## src/rtl/caravel.sv

```systemverilog
// Caravel-style JTAG TAP: synchronized TCK/TMS/TDI, 4-bit IR, IDCODE/BYPASS/USER data registers.
// Define CARAVEL_USER_DR_EN to enable the USER instruction and the writable user_reg.
module caravel #(
  parameter logic [31:0] IDCODE = 32'h14D57048
) (
  input  logic        clock,
  input  logic        resetb,
  input  logic [37:0] mprj_io_in,
  output logic [37:0] mprj_io_out,
  output logic [37:0] mprj_io_oeb,
  output logic [31:0] user_reg
);

  localparam logic [3:0] IR_IDCODE  = 4'b0001;
  localparam logic [3:0] IR_USER    = 4'b0010;
  localparam logic [3:0] IR_CAPTURE = 4'b0101;

  typedef enum logic [3:0] {
    TLR, RTI,
    SEL_DR, CAP_DR, SHIFT_DR, EXIT1_DR, PAUSE_DR, EXIT2_DR, UPD_DR,
    SEL_IR, CAP_IR, SHIFT_IR, EXIT1_IR, PAUSE_IR, EXIT2_IR, UPD_IR
  } tap_state_t;

  function automatic tap_state_t tap_next(input tap_state_t s, input logic tms);
    case (s)
      TLR:      tap_next = tms ? TLR      : RTI;
      RTI:      tap_next = tms ? SEL_DR   : RTI;
      SEL_DR:   tap_next = tms ? SEL_IR   : CAP_DR;
      CAP_DR:   tap_next = tms ? EXIT1_DR : SHIFT_DR;
      SHIFT_DR: tap_next = tms ? EXIT1_DR : SHIFT_DR;
      EXIT1_DR: tap_next = tms ? UPD_DR   : PAUSE_DR;
      PAUSE_DR: tap_next = tms ? EXIT2_DR : PAUSE_DR;
      EXIT2_DR: tap_next = tms ? UPD_DR   : SHIFT_DR;
      UPD_DR:   tap_next = tms ? SEL_DR   : RTI;
      SEL_IR:   tap_next = tms ? TLR      : CAP_IR;
      CAP_IR:   tap_next = tms ? EXIT1_IR : SHIFT_IR;
      SHIFT_IR: tap_next = tms ? EXIT1_IR : SHIFT_IR;
      EXIT1_IR: tap_next = tms ? UPD_IR   : PAUSE_IR;
      PAUSE_IR: tap_next = tms ? EXIT2_IR : PAUSE_IR;
      EXIT2_IR: tap_next = tms ? UPD_IR   : SHIFT_IR;
      default:  tap_next = tms ? SEL_DR   : RTI;
    endcase
  endfunction

  logic tck_meta, tck_sync, tck_prev;
  logic tms_meta, tms_sync;
  logic tdi_meta, tdi_sync;
  logic tap_clk;

  tap_state_t state, next_state;
  logic [3:0]  ir, ir_shift;
  logic [31:0] dr_shift;
  logic        bypass_reg;
  logic        tdo;
  logic        sel_idcode, sel_user, sel_bypass;

  logic unused_pads;
  assign unused_pads = ^{mprj_io_in[37:18], mprj_io_in[14:0]};

  // Synchronizers idle high so that reset never fakes a TCK rising edge.
  always_ff @(posedge clock) begin
    if (!resetb) begin
      tck_meta <= 1'b1;
      tck_sync <= 1'b1;
      tck_prev <= 1'b1;
      tms_meta <= 1'b1;
      tms_sync <= 1'b1;
      tdi_meta <= 1'b1;
      tdi_sync <= 1'b1;
    end else begin
      tck_meta <= mprj_io_in[16];
      tck_sync <= tck_meta;
      tck_prev <= tck_sync;
      tms_meta <= mprj_io_in[15];
      tms_sync <= tms_meta;
      tdi_meta <= mprj_io_in[17];
      tdi_sync <= tdi_meta;
    end
  end

  assign tap_clk    = tck_sync & ~tck_prev;
  assign next_state = tap_next(state, tms_sync);

  assign sel_idcode = (ir == IR_IDCODE);
`ifdef CARAVEL_USER_DR_EN
  assign sel_user   = (ir == IR_USER);
`else
  assign sel_user   = 1'b0;
  assign user_reg   = '0;
`endif
  assign sel_bypass = ~sel_idcode & ~sel_user;

  always_ff @(posedge clock) begin
    if (!resetb) begin
      state      <= TLR;
      ir         <= IR_IDCODE;
      ir_shift   <= '0;
      dr_shift   <= '0;
      bypass_reg <= 1'b0;
      tdo        <= 1'b0;
`ifdef CARAVEL_USER_DR_EN
      user_reg   <= '0;
`endif
    end else if (tap_clk) begin
      state <= next_state;
      case (state)
        CAP_IR:   ir_shift <= IR_CAPTURE;
        SHIFT_IR: begin
          tdo      <= ir_shift[0];
          ir_shift <= {tdi_sync, ir_shift[3:1]};
        end
        UPD_IR:   ir <= ir_shift;
        CAP_DR: begin
          if (sel_bypass)
            bypass_reg <= 1'b0;
          else
            dr_shift <= sel_user ? user_reg : IDCODE;
        end
        SHIFT_DR: begin
          if (sel_bypass) begin
            tdo        <= bypass_reg;
            bypass_reg <= tdi_sync;
          end else begin
            tdo      <= dr_shift[0];
            dr_shift <= {tdi_sync, dr_shift[31:1]};
          end
        end
`ifdef CARAVEL_USER_DR_EN
        UPD_DR:   if (sel_user) user_reg <= dr_shift;
`endif
        default: ;
      endcase
      // Any path into Test-Logic-Reset reselects IDCODE; user_reg is left alone.
      if (next_state == TLR)
        ir <= IR_IDCODE;
    end
  end

  assign mprj_io_out = {23'd0, tdo, 14'd0};
  assign mprj_io_oeb = {23'h7FFFFF, 1'b0, 14'h3FFF};

endmodule

```

## config.mk

```make
export PLATFORM = sky130hd
export DESIGN_NAME = caravel
export DESIGN_NICKNAME = d
export VERILOG_FILES = /design/src/rtl/caravel.sv
export SDC_FILE = /design/constraint.sdc
export NUM_CORES = 1
export LEC_CHECK = 0
export BUFFER_PORTS_ARGS = -buffer_cell sky130_fd_sc_hd__buf_4
export CELL_PAD_IN_SITES_DETAIL_PLACEMENT = 1
export CELL_PAD_IN_SITES_GLOBAL_PLACEMENT = 2
export CORE_MARGIN = 2
export CORE_UTILIZATION = 23
export CTS_CLUSTER_SIZE = 28
export DETAILED_ROUTE_END_ITERATION = 6
export PLACE_DENSITY_LB_ADDON = 0.1
export SLEW_MARGIN = 20
export SYNTH_ARGS = -nofsm -noshare
export SYNTH_HDL_FRONTEND = slang
export SYNTH_SLANG_ARGS = --single-unit
```

## constraint.sdc

```tcl
create_clock -name clock -period 1.95 [get_ports clock]
set_clock_uncertainty 0.2 [all_clocks]
set_input_delay 0.0975 -clock clock [delete_from_list [all_inputs] [get_ports clock]]
set_output_delay 0.0975 -clock clock [all_outputs]
set_load 0.02 [all_outputs]
```

; ---- Word-level counts from Yosys, hierarchy flattened
; Index checks and enable logic that the tools add are counted.
[totals]
regBits = 53
latchBits = 0
ram_bits = 0
rom_bits = 0
inputBits = 40
output_inout_bits = 108
word_cells = 70
n_memories = 0
[classes]
addsub = 0
mul = 0
div = 0
n_lt_le_gt_ge = 0
n_eq_ne = 18
shift = 0
muxes = 24
bitwise_logic = 2
reduce_logical = 13
[ops]
columns = op, count
row1 = $mux W32, 2
row2 = $pmux W32 S2, 1
row3 = $pmux W4 S11, 1
row4 = $eq A4 B4 Y1 const B, 7
row5 = $mux W4, 6
row6 = $eq A4 B3 Y1 const B, 4
row7 = $eq A4 B2 Y1 const B, 2
row8 = $logic_not A4 Y1, 2
row9 = $ne A2 B2 Y1 const B, 4
row10 = $pmux W4 S2, 1
row11 = $reduce_and A4 Y1, 2
row12 = $reduce_bool A2 Y1, 4
row13 = $mux W1, 6
row14 = $mux W2, 3
row15 = $mux W3, 2
row16 = $reduce_and A2 Y1, 3
row17 = $eq A4 B1 Y1 const B, 1
row18 = $pmux W1 S2, 2
row19 = $reduce_or A2 Y1, 2
row20 = $and A1 B1 Y1, 1
row21 = $not A1 Y1, 1

; ---- Depth between registers and ports, before layout
[depth]
ltp_word = 6
mapped_depth = 6
ltp_nobuf = 4

; ---- Worst setup path after synthesis
; Ideal clock, no wire load.
[synth_path]
kind = flip-flop to flip-flop
startpoint = register state[2]
endpoint = register dr_shift[10]
setup_ns = 0.128
t_arrival_ns = 1.664
t_required_ns = 1.622
slack_ns = -0.042
path_stages_with_launch = 5
n_path_buf = 1
synth_period_minus_slack_ns = 1.992
path_cell_list = dfxtp_1 > or3b_1 > a2111oi_4 > clkbuf_1 > o21ai_1
[synth_via]
elab_chain_cells = 3
elab_cells_between_ends = 7
cone_classes = 4 x eq/ne / 1 x mux / 2 x reduce/logical
[synth_rtl]
columns = item, line_no
row1 = from (decl), 50  ; tap_state_t state, next_state;
row2 = from (signal assigned), 105  ; state <= next_state;
row3 = $eq A4 B2 Y1 / $eq A4 B3 Y1 (equally long branches), 106  ; case (state)
row4 = $ne A2 B2 Y1 (no source line) / $reduce_bool A2 Y1 (equally long branches), -
row5 = $reduce_and A4 Y1 (no source line), -
row6 = to (signal assigned), 117  ; dr_shift <= sel_user ? user_reg : IDCODE;
row7 = to (signal assigned), 125  ; dr_shift <= {tdi_sync, dr_shift[31:1]};
row8 = to (decl), 52  ; logic [31:0] dr_shift;
; Parallel ways exist; a longest one is shown, timed or not.
; A chain may end at the register's enable or synchronous reset.

; ---- Final worst setup path
[layout_path]
startpoint = register ir[1]
endpoint = register dr_shift[10]
[layout_via]
elab_chain_cells = 3
elab_cells_between_ends = 4
cone_classes = 3 x eq/ne / 1 x reduce/logical
[layout_rtl]
columns = item, line_no
row1 = from (decl), 51  ; logic [3:0] ir, ir_shift;
row2 = from (signal assigned), 112  ; UPD_IR: ir <= ir_shift;
row3 = $eq A4 B1 Y1 *, 84  ; assign sel_idcode = (ir == IR_IDCODE);
row4 = $ne A2 B2 Y1 (no source line), -
row5 = $reduce_and A4 Y1 (no source line) *, -
; Mark *: on every way between the ends. The rest lies on a longest branch, timed or not.

==> flow_summary.json <==
{
  "clk_latency_ns": 0.29,
  "io-pin-count": 148,
  "n_fill_cell": 1589,
  "r2r_slack_ns": -0.01,
  "drive_gt1_frac": 0.1240,
  "worst-endpoint-required_ns": 1.93,
  "cap_viol_max_count": 0,
  "ys_seq_area_frac": 0.3428,
  "pwr-share-comb": 0.120,
  "slew_viol_final": 0,
  "synth_cell_types": 41,
  "synthSimpleGateAreaFrac": 0.1657,
  "ctsRootBufferMaster": "clkbuf_16",
  "period_share": 1.007,
  "top_register": "dr_shift",
  "synthMuxAreaShare": 0.02668,
  "avgSynthCellArea_um2": 8.189,
  "timing.final.hold_violations": 0,
  "final.setup.tns_ns": -0.1896,
  "drt-total-wl_um": 6858,
  "drc": 0,
  "via_count": 2210,
  "cts_tree": "built",
  "rows": 42,
  "start_util": 0.2347,
  "gp_congestion": 0.7092,
  "yosys_warnings": 0,
  "p_leak_uw": 0.001379,
  "ant_nets": 0,
  "hp-class": "reg2reg",
  "status": "complete, but fails checks",
  "cp_max_fo": 15,
  "chipHeight_um": 120.0,
  "p_seq_frac": 0.477,
  "setup_viol_count_final": 18,
  "p_sw_frac": 0.2845,
  "numCtsBuffers": 5,
  "die_x_um": 120.0,
  "routed_via_density": 3.925,
  "grt_pass1_vias": 2155,
  "synthAdderAreaFrac": 0,
  "layout_setup_ws_ns": -0.01415,
  "synth_top_family_by_area": "buffers and inverters",
  "final_net_count": 426,
  "synth-xor-area-share": 0.005659,
  "grt_pass1_wl_um": 10980,
  "htreeDepth": 2,
  "dp_slack_ns": -0.08592,
  "clkPwrFrac": 0.403,
  "antenna_found_initial": 0,
  "initialDrtViolationCount": 63,
  "n_antenna_cell": 0,
  "fin_crit_ns": 1.964,
  "rsz0062_at_grt": "yes",
  "avgRoutedWirePerCell_um": 12.18,
  "dp_hpwl_um": 3894,
  "synth_area_um2": 3095,
  "crit_type": "reg2reg",
  "critPathArrivalTime_ns": 1.95,
  "p_sw_uw": 651.5,
  "area_delta_synth_final_pct": 8.044,
  "dieArea_um2": 14400,
  "p_int_uw": 1639,
  "start_kind": "flip-flop",
  "clock_path_buffers": 2,
  "grt-ovfl-total": 0,
  "synth_seq_cells": 53,
  "firstDrtPassIters": 4,
  "violations": "negative setup slack",
  "synthFlopType": "dfxtp_1",
  "ir_drop_v": 0.0003638,
  "cts.clk_slew.worst_paths_ns": 0.07,
  "synth_cells": 378,
  "synth-edff-count": 0,
  "grt_start_max_net_pins": 55,
  "port_buffers": 5,
  "track_usage": 0.09419,
  "power_density_nw_per_um2": 684.7,
  "synthArstFlopShare": 0,
  "clock.fmax_mhz": 509.1,
  "clock_sinks": 53,
  "core_area_um2": 13190,
  "largest_reg_flops": 32,
  "crit_path_end_kind": "flip-flop",
  "synth_compound_area_frac": 0.1564
}
[final timing paths]
kind                               start           end  cells past startpoint
worst max-delay path               ir[1]  dr_shift[10]                      5
worst min-delay path            tms_meta      tms_sync                      1
worst max register to register     ir[1]  dr_shift[10]                      5
worst min register to register  tms_meta      tms_sync                      1
[worst max-delay path: stages (launching register included)]
cell       delay [ns]
dfxtp_2          0.33
or4b_4           0.57
a2111oi_4        0.25
buf_4            0.24
clkbuf_16        0.19
o21ai_1          0.07
[Yosys cell counts, drive strengths merged, types with 4 or more instances]
| library cell | number | area (µm²) |
|---|---|---|
| nand2 | 48 | 180.2 |
| dfxtp | 53 | 1061 |
| o211ai | 13 | 97.59 |
| nand4 | 19 | 118.9 |
| nor2 | 4 | 15.01 |
| clkbuf | 22 | 82.58 |
| buf | 114 | 843.3 |
| mux2i | 6 | 60.06 |
| a21oi | 5 | 25.02 |
| o21ai | 39 | 195.2 |
| nand2b | 12 | 75.07 |
[per-stage QoR]
step	hold WS, ns	utilization	power, µW	instance area (µm²)	cells
after floorplan	-0.001029	-	1517	3493	483
after global placement	0.08516	0.2263	1383	2985	544
after detailed placement	0.08887	0.2263	1382	2985	544
after CTS	0.2128	0.2466	2331	3253	560
after global routing	0.2476	0.2536	2401	3344	563
final	0.2082	0.2536	2290	3344	563
[power groups by stage]
stage / Combinational (µW) / Sequential, µW / Clock, µW
6_report: 275 / 1090 / 922
5_1_grt: 299 / 1090 / 1010
4_1_cts: 270 / 1090 / 968
3_5_place_dp: 263 / 1120 / 0
3_3_place_gp: 264 / 1120 / 0
2_1_floorplan: 399 / 1120 / 0
[what timing repair did]
| item | CTS | global route |
|---|---|---|
| pin swaps | 4 | 4 |
| resized for setup | 6 | 5 |
| endpoints found under the hold margin | 4 | 0 |
| hold buffers | 4 | 0 |
| setup buffers | 2 | 0 |
| cloned | 2 | 3 |
| endpoints found under the setup margin | 32 | 36 |
[cells in the final DEF (no fill, tap or decap), drive strengths merged, types with 2 or more instances in the layout]
cell,synthesis,routed
conb,2,107
dfxtp,53,53
nand2,48,48
o21ai,39,39
buf,114,25
nand4,19,19
o211ai,13,13
nand2b,12,12
clkbuf,22,9
mux2i,6,6
a21oi,5,5
nor2,4,4
dlygate4sd3,0,4
a31oi,3,3
nor2b,3,3
o211a,3,3
nand3,3,3
a21boi,3,3
nand3b,3,3
nor3,3,3
mux2,2,2
or3b,2,2
or4b,2,2
clkinv,0,2
[cell families (layout without fill, tap and decap cells)]
logic type / Yosys count / count (layout)
buf+inv: 137 / 41
simple gates: 101 / 101
compound gates: 75 / 75
flops: 53 / 53
mux: 8 / 8
other cells: 2 / 107
xor+xnor: 2 / 2
[layer usage]
| metal | GRT usage | up-vias | wire (µm) |
|---|---|---|---|
| li1 | - | 1080 | - |
| met1 | 0.1146 | 1075 | 3075 |
| met2 | 0.1708 | 53 | 3488 |
| met3 | 0.01711 | 2 | 256 |
| met4 | 0.02206 | 0 | 37 |
| met5 | 0 | - | 0 |
[final cells by class]
| cell class | instances | area (µm²) | share of cell area |
|---|---|---|---|
| clock inverters | 2 | 13.76 | 0.004115 |
| repair buffers | 32 | 384.1 | 0.1149 |
| clock buffers | 6 | 138.9 | 0.04153 |
| flip-flops and latches | 53 | 1062 | 0.3176 |
| inverters | 1 | 3.754 | 0.001122 |
| well taps | 176 | 220.2 | 0.06584 |
| multi-input cells | 293 | 1521 | 0.4549 |
No activity file was read; power rests on OpenSTA's default activity.
